--- config.mk ---
export PLATFORM = sky130hd
export DESIGN_NAME = multicycle_control
export DESIGN_NICKNAME = d
export VERILOG_FILES = /design/src/rtl/riscv_ctrl_pkg.sv /design/src/rtl/mc_out_decode.sv /design/src/rtl/multicycle_control.sv
export SDC_FILE = /design/constraint.sdc
export NUM_CORES = 1
export LEC_CHECK = 0
export BUFFER_PORTS_ARGS = -buffer_cell sky130_fd_sc_hd__buf_2
export CAP_MARGIN = 10
export CORE_UTILIZATION = 46
export CTS_CLUSTER_DIAMETER = 200
export DETAILED_ROUTE_END_ITERATION = 8
export PLACE_DENSITY_LB_ADDON = 0.2
export SYNTH_ARGS = -nofsm -noshare
export SYNTH_HDL_FRONTEND = slang
export SYNTH_SLANG_ARGS = --single-unit
--- constraint.sdc ---
create_clock -name clk -period 2.1 [get_ports clk]
set_input_delay 0 -clock clk [delete_from_list [all_inputs] [get_ports clk]]
set_output_delay 0 -clock clk [all_outputs]
set_load 0.1 [all_outputs]
--- src/rtl/riscv_ctrl_pkg.sv ---
// Shared encodings for the multi-cycle RV64I-subset control path.
// Used by the sequencer, its output decoder, ALU_Control and Control_unit.
package riscv_ctrl_pkg;

    typedef enum logic [3:0] {
        S_FETCH    = 4'd0,
        S_DECODE   = 4'd1,
        S_EXEC_R   = 4'd2,
        S_EXEC_I   = 4'd3,
        S_MEM_ADDR = 4'd4,
        S_MEM_RD   = 4'd5,
        S_MEM_WB   = 4'd6,
        S_MEM_WR   = 4'd7,
        S_ALU_WB   = 4'd8,
        S_BRANCH   = 4'd9
    } state_e;

    localparam logic [6:0] OP_R      = 7'b0110011;
    localparam logic [6:0] OP_IALU   = 7'b0010011;
    localparam logic [6:0] OP_LOAD   = 7'b0000011;
    localparam logic [6:0] OP_STORE  = 7'b0100011;
    localparam logic [6:0] OP_BRANCH = 7'b1100011;

    localparam logic [1:0] ALU_ADD   = 2'b00;
    localparam logic [1:0] ALU_SUB   = 2'b01;
    localparam logic [1:0] ALU_FUNCT = 2'b10;

    typedef struct packed {
        logic       pc_write;
        logic       pc_src;
        logic       ir_write;
        logic       inst_read;
        logic       mem_read;
        logic       mem_write;
        logic       reg_write;
        logic       mem_to_reg;
        logic       alu_src;
        logic [1:0] alu_op;
    } ctrl_t;

    function automatic logic op_legal(input logic [6:0] op);
        return (op == OP_R) || (op == OP_IALU) || (op == OP_LOAD) ||
               (op == OP_STORE) || (op == OP_BRANCH);
    endfunction

endpackage

--- src/rtl/mc_out_decode.sv ---
// Combinational map from sequencer state to the datapath strobe bundle.
// Zero latency; mem_ready only qualifies ir_write in FETCH and pc_write in MEM_WR.
module mc_out_decode
    import riscv_ctrl_pkg::*;
(
    input  state_e     state_i,
    input  logic [6:0] opcode_i,
    input  logic       zero_i,
    input  logic       mem_ready_i,
    output ctrl_t      ctrl_o
);

    always_comb begin
        ctrl_o = '0;
        case (state_i)
            S_FETCH: begin
                ctrl_o.inst_read = 1'b1;
                ctrl_o.ir_write  = mem_ready_i;
            end
            S_DECODE: begin
                // Unsupported opcode: skip to PC+4 without retiring
                ctrl_o.pc_write = !op_legal(opcode_i);
            end
            S_EXEC_R: begin
                ctrl_o.alu_op = ALU_FUNCT;
            end
            S_EXEC_I: begin
                ctrl_o.alu_src = 1'b1;
                ctrl_o.alu_op  = ALU_FUNCT;
            end
            S_ALU_WB: begin
                // IR is stable for the whole instruction, so it recovers the EXEC operand select
                ctrl_o.alu_src   = (opcode_i == OP_IALU);
                ctrl_o.alu_op    = ALU_FUNCT;
                ctrl_o.reg_write = 1'b1;
                ctrl_o.pc_write  = 1'b1;
            end
            S_MEM_ADDR: begin
                ctrl_o.alu_src = 1'b1;
                ctrl_o.alu_op  = ALU_ADD;
            end
            S_MEM_RD: begin
                ctrl_o.alu_src  = 1'b1;
                ctrl_o.alu_op   = ALU_ADD;
                ctrl_o.mem_read = 1'b1;
            end
            S_MEM_WB: begin
                ctrl_o.alu_src    = 1'b1;
                ctrl_o.alu_op     = ALU_ADD;
                ctrl_o.reg_write  = 1'b1;
                ctrl_o.mem_to_reg = 1'b1;
                ctrl_o.pc_write   = 1'b1;
            end
            S_MEM_WR: begin
                ctrl_o.alu_src   = 1'b1;
                ctrl_o.alu_op    = ALU_ADD;
                ctrl_o.mem_write = 1'b1;
                ctrl_o.pc_write  = mem_ready_i;
            end
            S_BRANCH: begin
                ctrl_o.alu_op   = ALU_SUB;
                ctrl_o.pc_write = 1'b1;
                ctrl_o.pc_src   = zero_i;
            end
            default: ctrl_o = '0;
        endcase
    end

endmodule

--- src/rtl/multicycle_control.sv ---
// Moore sequencer stepping each instruction through fetch/decode/exec/mem/write-back.
// 3-5 cycles per instruction; FETCH, MEM_RD and MEM_WR stall with requests held until mem_ready.
module multicycle_control
    import riscv_ctrl_pkg::*;
#(
    parameter int unsigned CNT_W = 32
) (
    input  logic             clk,
    input  logic             reset,
    input  logic [6:0]       opcode,
    input  logic             zero,
    input  logic             mem_ready,
    output logic             pc_write,
    output logic             pc_src,
    output logic             ir_write,
    output logic             inst_read,
    output logic             mem_read,
    output logic             mem_write,
    output logic             reg_write,
    output logic             mem_to_reg,
    output logic             alu_src,
    output logic [1:0]       alu_op,
    output logic             illegal,
    output logic [CNT_W-1:0] retired,
    output logic [3:0]       state
);

    state_e           state_q, state_d;
    logic [CNT_W-1:0] retired_q, retired_d;
    logic             illegal_q, illegal_d;
    ctrl_t            ctrl, ctrl_g;
    logic             decode_illegal;

    mc_out_decode u_out_decode (
        .state_i     (state_q),
        .opcode_i    (opcode),
        .zero_i      (zero),
        .mem_ready_i (mem_ready),
        .ctrl_o      (ctrl)
    );

    assign decode_illegal = (state_q == S_DECODE) && !op_legal(opcode);

    always_comb begin
        state_d = state_q;
        case (state_q)
            S_FETCH:    state_d = mem_ready ? S_DECODE : S_FETCH;
            S_DECODE: begin
                case (opcode)
                    OP_R:              state_d = S_EXEC_R;
                    OP_IALU:           state_d = S_EXEC_I;
                    OP_LOAD, OP_STORE: state_d = S_MEM_ADDR;
                    OP_BRANCH:         state_d = S_BRANCH;
                    default:           state_d = S_FETCH;
                endcase
            end
            S_EXEC_R,
            S_EXEC_I:   state_d = S_ALU_WB;
            S_MEM_ADDR: state_d = (opcode == OP_LOAD) ? S_MEM_RD : S_MEM_WR;
            S_MEM_RD:   state_d = mem_ready ? S_MEM_WB : S_MEM_RD;
            S_MEM_WR:   state_d = mem_ready ? S_FETCH : S_MEM_WR;
            S_MEM_WB,
            S_ALU_WB,
            S_BRANCH:   state_d = S_FETCH;
            default:    state_d = S_FETCH;
        endcase
    end

    // Every legal instruction ends with exactly one pc_write; the DECODE skip is the only illegal one
    always_comb begin
        retired_d = retired_q;
        if (ctrl.pc_write && (state_q != S_DECODE)) begin
            retired_d = retired_q + CNT_W'(1);
        end
        illegal_d = illegal_q | decode_illegal;
    end

    always_ff @(posedge clk or negedge reset) begin
        if (!reset) begin
            state_q   <= S_FETCH;
            retired_q <= '0;
            illegal_q <= 1'b0;
        end else begin
            state_q   <= state_d;
            retired_q <= retired_d;
            illegal_q <= illegal_d;
        end
    end

    // Strobes are forced low while reset is held so an abandoned instruction issues nothing
    assign ctrl_g     = reset ? ctrl : '0;

    assign pc_write   = ctrl_g.pc_write;
    assign pc_src     = ctrl_g.pc_src;
    assign ir_write   = ctrl_g.ir_write;
    assign inst_read  = ctrl_g.inst_read;
    assign mem_read   = ctrl_g.mem_read;
    assign mem_write  = ctrl_g.mem_write;
    assign reg_write  = ctrl_g.reg_write;
    assign mem_to_reg = ctrl_g.mem_to_reg;
    assign alu_src    = ctrl_g.alu_src;
    assign alu_op     = ctrl_g.alu_op;
    assign illegal    = illegal_q;
    assign retired    = retired_q;
    assign state      = state_q;

endmodule
==> flow_summary.toml <==
[logic_synthesis]
synth_cells = 192
yosysWarningCount = 0
syn_avg_cell_area_um2 = 10.1
seq_area_frac_synth_pct = 47.6
syn-num-nets = 204
ys_async_sr_fraction_pct = 100
synth_area_um2 = 1940
synth_cell_types = 42
ys_dominant_reg_cell = "dfrtp_1"
ys_ff_latch = 37
synth_edf_count = 0

[clock_network]
clk_latency_ns = 0.29
cts_root_buf = "clkbuf_8"
cts_buffers = 5
cts.sinks = 37
clkSlewWorstSetupHoldPaths_ns = 0.07
cts.htree.levels = 2
clock_path_buffers = 2
cts_tree = "done"

[global_routing]
grt_first_pass_wirelength_um = 6960
antenna_found_initial = 0
grt_max_degree = 23
grt_usage_pct = 20.9
gr-total-overflow = 0
grt_pass1_vias = 1493

[placed_design]
gp_congestion = 0.848
dpl_cell_area_um2 = 2540
numPortBuffers = 58
place_inst = 305
dp_hpwl_um = 3130

[route]
routed_via_density = 5.15
routedWlPerCell_um = 13.5
first_pass_iters = 4
via_count = 1616
drtIter0Drc = 78
antenna_left = 0
drc = 0
wirelength_um = 4240

[timing]
min_period_over_period_pct = 96.0
drv_slew = 0
setup_viol = 0
hold_viol = 0
fmaxAchievable_mhz = 496
period_minus_slack_ns = 2.01
slew_headroom_pct = 67.5
fin_skew_ns = 0.00444
grt_setup_unrepaired = "false"
max_slew.worst_pin.slew_ns = 0.491

[power_and_ir_drop]
ir_drop_mv = 0.701
p_leak_nw = 1.29
pwr_density_cell_nw_per_um2 = 990

[worst_setup_path]
cp.required_ns = 2.32
r2r_end = "retired[27]"
crit_slowest_cell = "or4_4"
crit_chain = "and4_1 -> nand3_1 -> or4_4 -> nor4_4 -> xor2_1"
worstPathBufferInverterCount = 0
r2r_start = "retired[2]"
max_stage_delay_ns = 0.68
reg2reg_depth = 5
rrSetupSlack_ns = 0.09
crit_family = "simple AND/OR/NAND/NOR gates"
cp-end-kind = "flip-flop"
critPathLaunchType = "flip-flop"
critPathKind = "reg -> reg"
critPathMaxFanout = 8
cp.arrival_ns = 2.23

[hold_path]
worstHoldEndpoint = "state[1]"
whs_path_depth = 3
worstHoldStart = "opcode[4]"
hold_path_class = "in -> reg"

[floorplan]
die_x_um = 67.0
initial_utilization_pct = 48.2
io_pins = 59
core-area_um2 = 4030
die_area_um2 = 4490
fp.dieH_um = 67.0
fp-row-count = 23

[finish]
syn_to_final_growth_pct = 37.4
utilization_pct = 66.3
fill_cells = 329
fin_cells = 314
fin_nets = 275
diodes = 0
drive_above_1_share_pct = 50.8
design_area_um2 = 2670

[status]
status = "finished, final reports clean"

[job]
drv_cap = 0
==> worst max path at each step <==
stage,startpoint,end,slack [ns],cells past startpoint
global placement,retired[2],retired[27],0.13,5
CTS,state[1],pc_write,0.03,6
global route,retired[0],retired[26],0.002,6
detailed placement,retired[2],retired[31],0.08,5
finish,retired[2],retired[27],0.09,5
floorplan,state[2],ir_write,-0.45,4
==> tightest hold or removal path, stage by stage <==
cell and delay [ns]:
buf_2 0.11, inv_1 0.09, o22ai_1 0.08
==> kinds of logic (layout without fill, tap and decap cells) <==
| logic type | Yosys count | in the layout | synth area share, % |
|---|---|---|---|
| fa+ha+maj | 1 | 1 | 0.644 |
| buf+inv | 12 | 84 | 3.16 |
| xor+xnor | 32 | 32 | 14.4 |
| flops | 37 | 37 | 47.6 |
| simple gates | 92 | 92 | 27.8 |
| mux | 1 | 1 | 0.579 |
| compound gates | 17 | 17 | 5.73 |
==> area by class of cell <==
class,instances,area [µm²],area share (%)
timing repair buffer,69,390,14.6
sequential,37,1000,37.5
multi-input combinational,143,1090,40.7
clock inverter,1,5.00,0.187
tap,50,62.6,2.34
clock buffer,7,96.3,3.61
inverter,7,26.3,0.984
==> cell usage after synthesis (3+ instances only) <==
library cell,count,area share (%)
xor2_1,13,5.9
nand3_1,8,2.1
nand2_1,22,4.2
dfrtp_1,37,48
nor2_1,12,2.3
nor3_1,11,2.8
and2_1,5,1.6
or3_1,3,0.97
o21ai_0,3,0.77
inv_1,7,1.4
xnor2_1,19,8.6
nand4_1,7,2.3
a21oi_1,6,1.5
nand2b_1,3,0.97
==> routing by layer <==
| metal | global-route usage, % | vias up | part of all wire [%] |
|---|---|---|---|
| li1 | - | 805 | - |
| met3 | 6.68 | 5 | 5.2 |
| met1 | 29.5 | 758 | 50 |
| met5 | 0 | - | 0 |
| met4 | 9.31 | 0 | 1.6 |
| met2 | 28.5 | 48 | 43 |
==> flip-flops by register name, indices dropped and copies added (netlist names) <==
signal   cells
retired     32
state        4
illegal      1
==> cell usage in the layout, fill, tap and decap left out, drive strengths merged, types with 2 or more instances in the layout <==
cell type,instances
buf,68
dfrtp,37
nand2,22
xnor2,19
xor2,13
nor3,13
nor2,12
nand3,8
inv,7
nand4,7
clkbuf,7
a21oi,7
and2,5
nor4,4
o21ai,3
nand2b,3
or3,3
and3,3
o22ai,2
nor3b,2
nor4b,2
==> stage by stage <==
stage / setup TNS (ns) / hold WS [ns] / worst slack (ns) / total power, mW
global route: 0 / 0.0381 / 0.00168 / 2.76
floorplan: -1.35 / -0.296 / -0.454 / 1.88
finish: 0 / 0.0339 / 0.0850 / 2.64
CTS: 0 / 0.0157 / 0.0345 / 2.64
detailed placement: 0 / 0.0481 / 0.0791 / 2.09
global placement: 0 / 0.0520 / 0.126 / 2.07
==> repair_timing <==
| item | 4_1_cts | 5_1_grt |
|---|---|---|
| buffers inserted | 0 | 0 |
| hold buffers | 1 | 0 |
| hold endpoints to repair | 37 | 0 |
| resized for setup | 0 | 4 |
| endpoints found under the setup margin | 0 | 5 |
==> where the power goes <==
part           switching (mW)  internal [mW]
sequential             0.0760          0.798
combinational           0.923          0.294
clock                   0.255          0.297
Note: power is estimated with default switching activity, not from simulation.
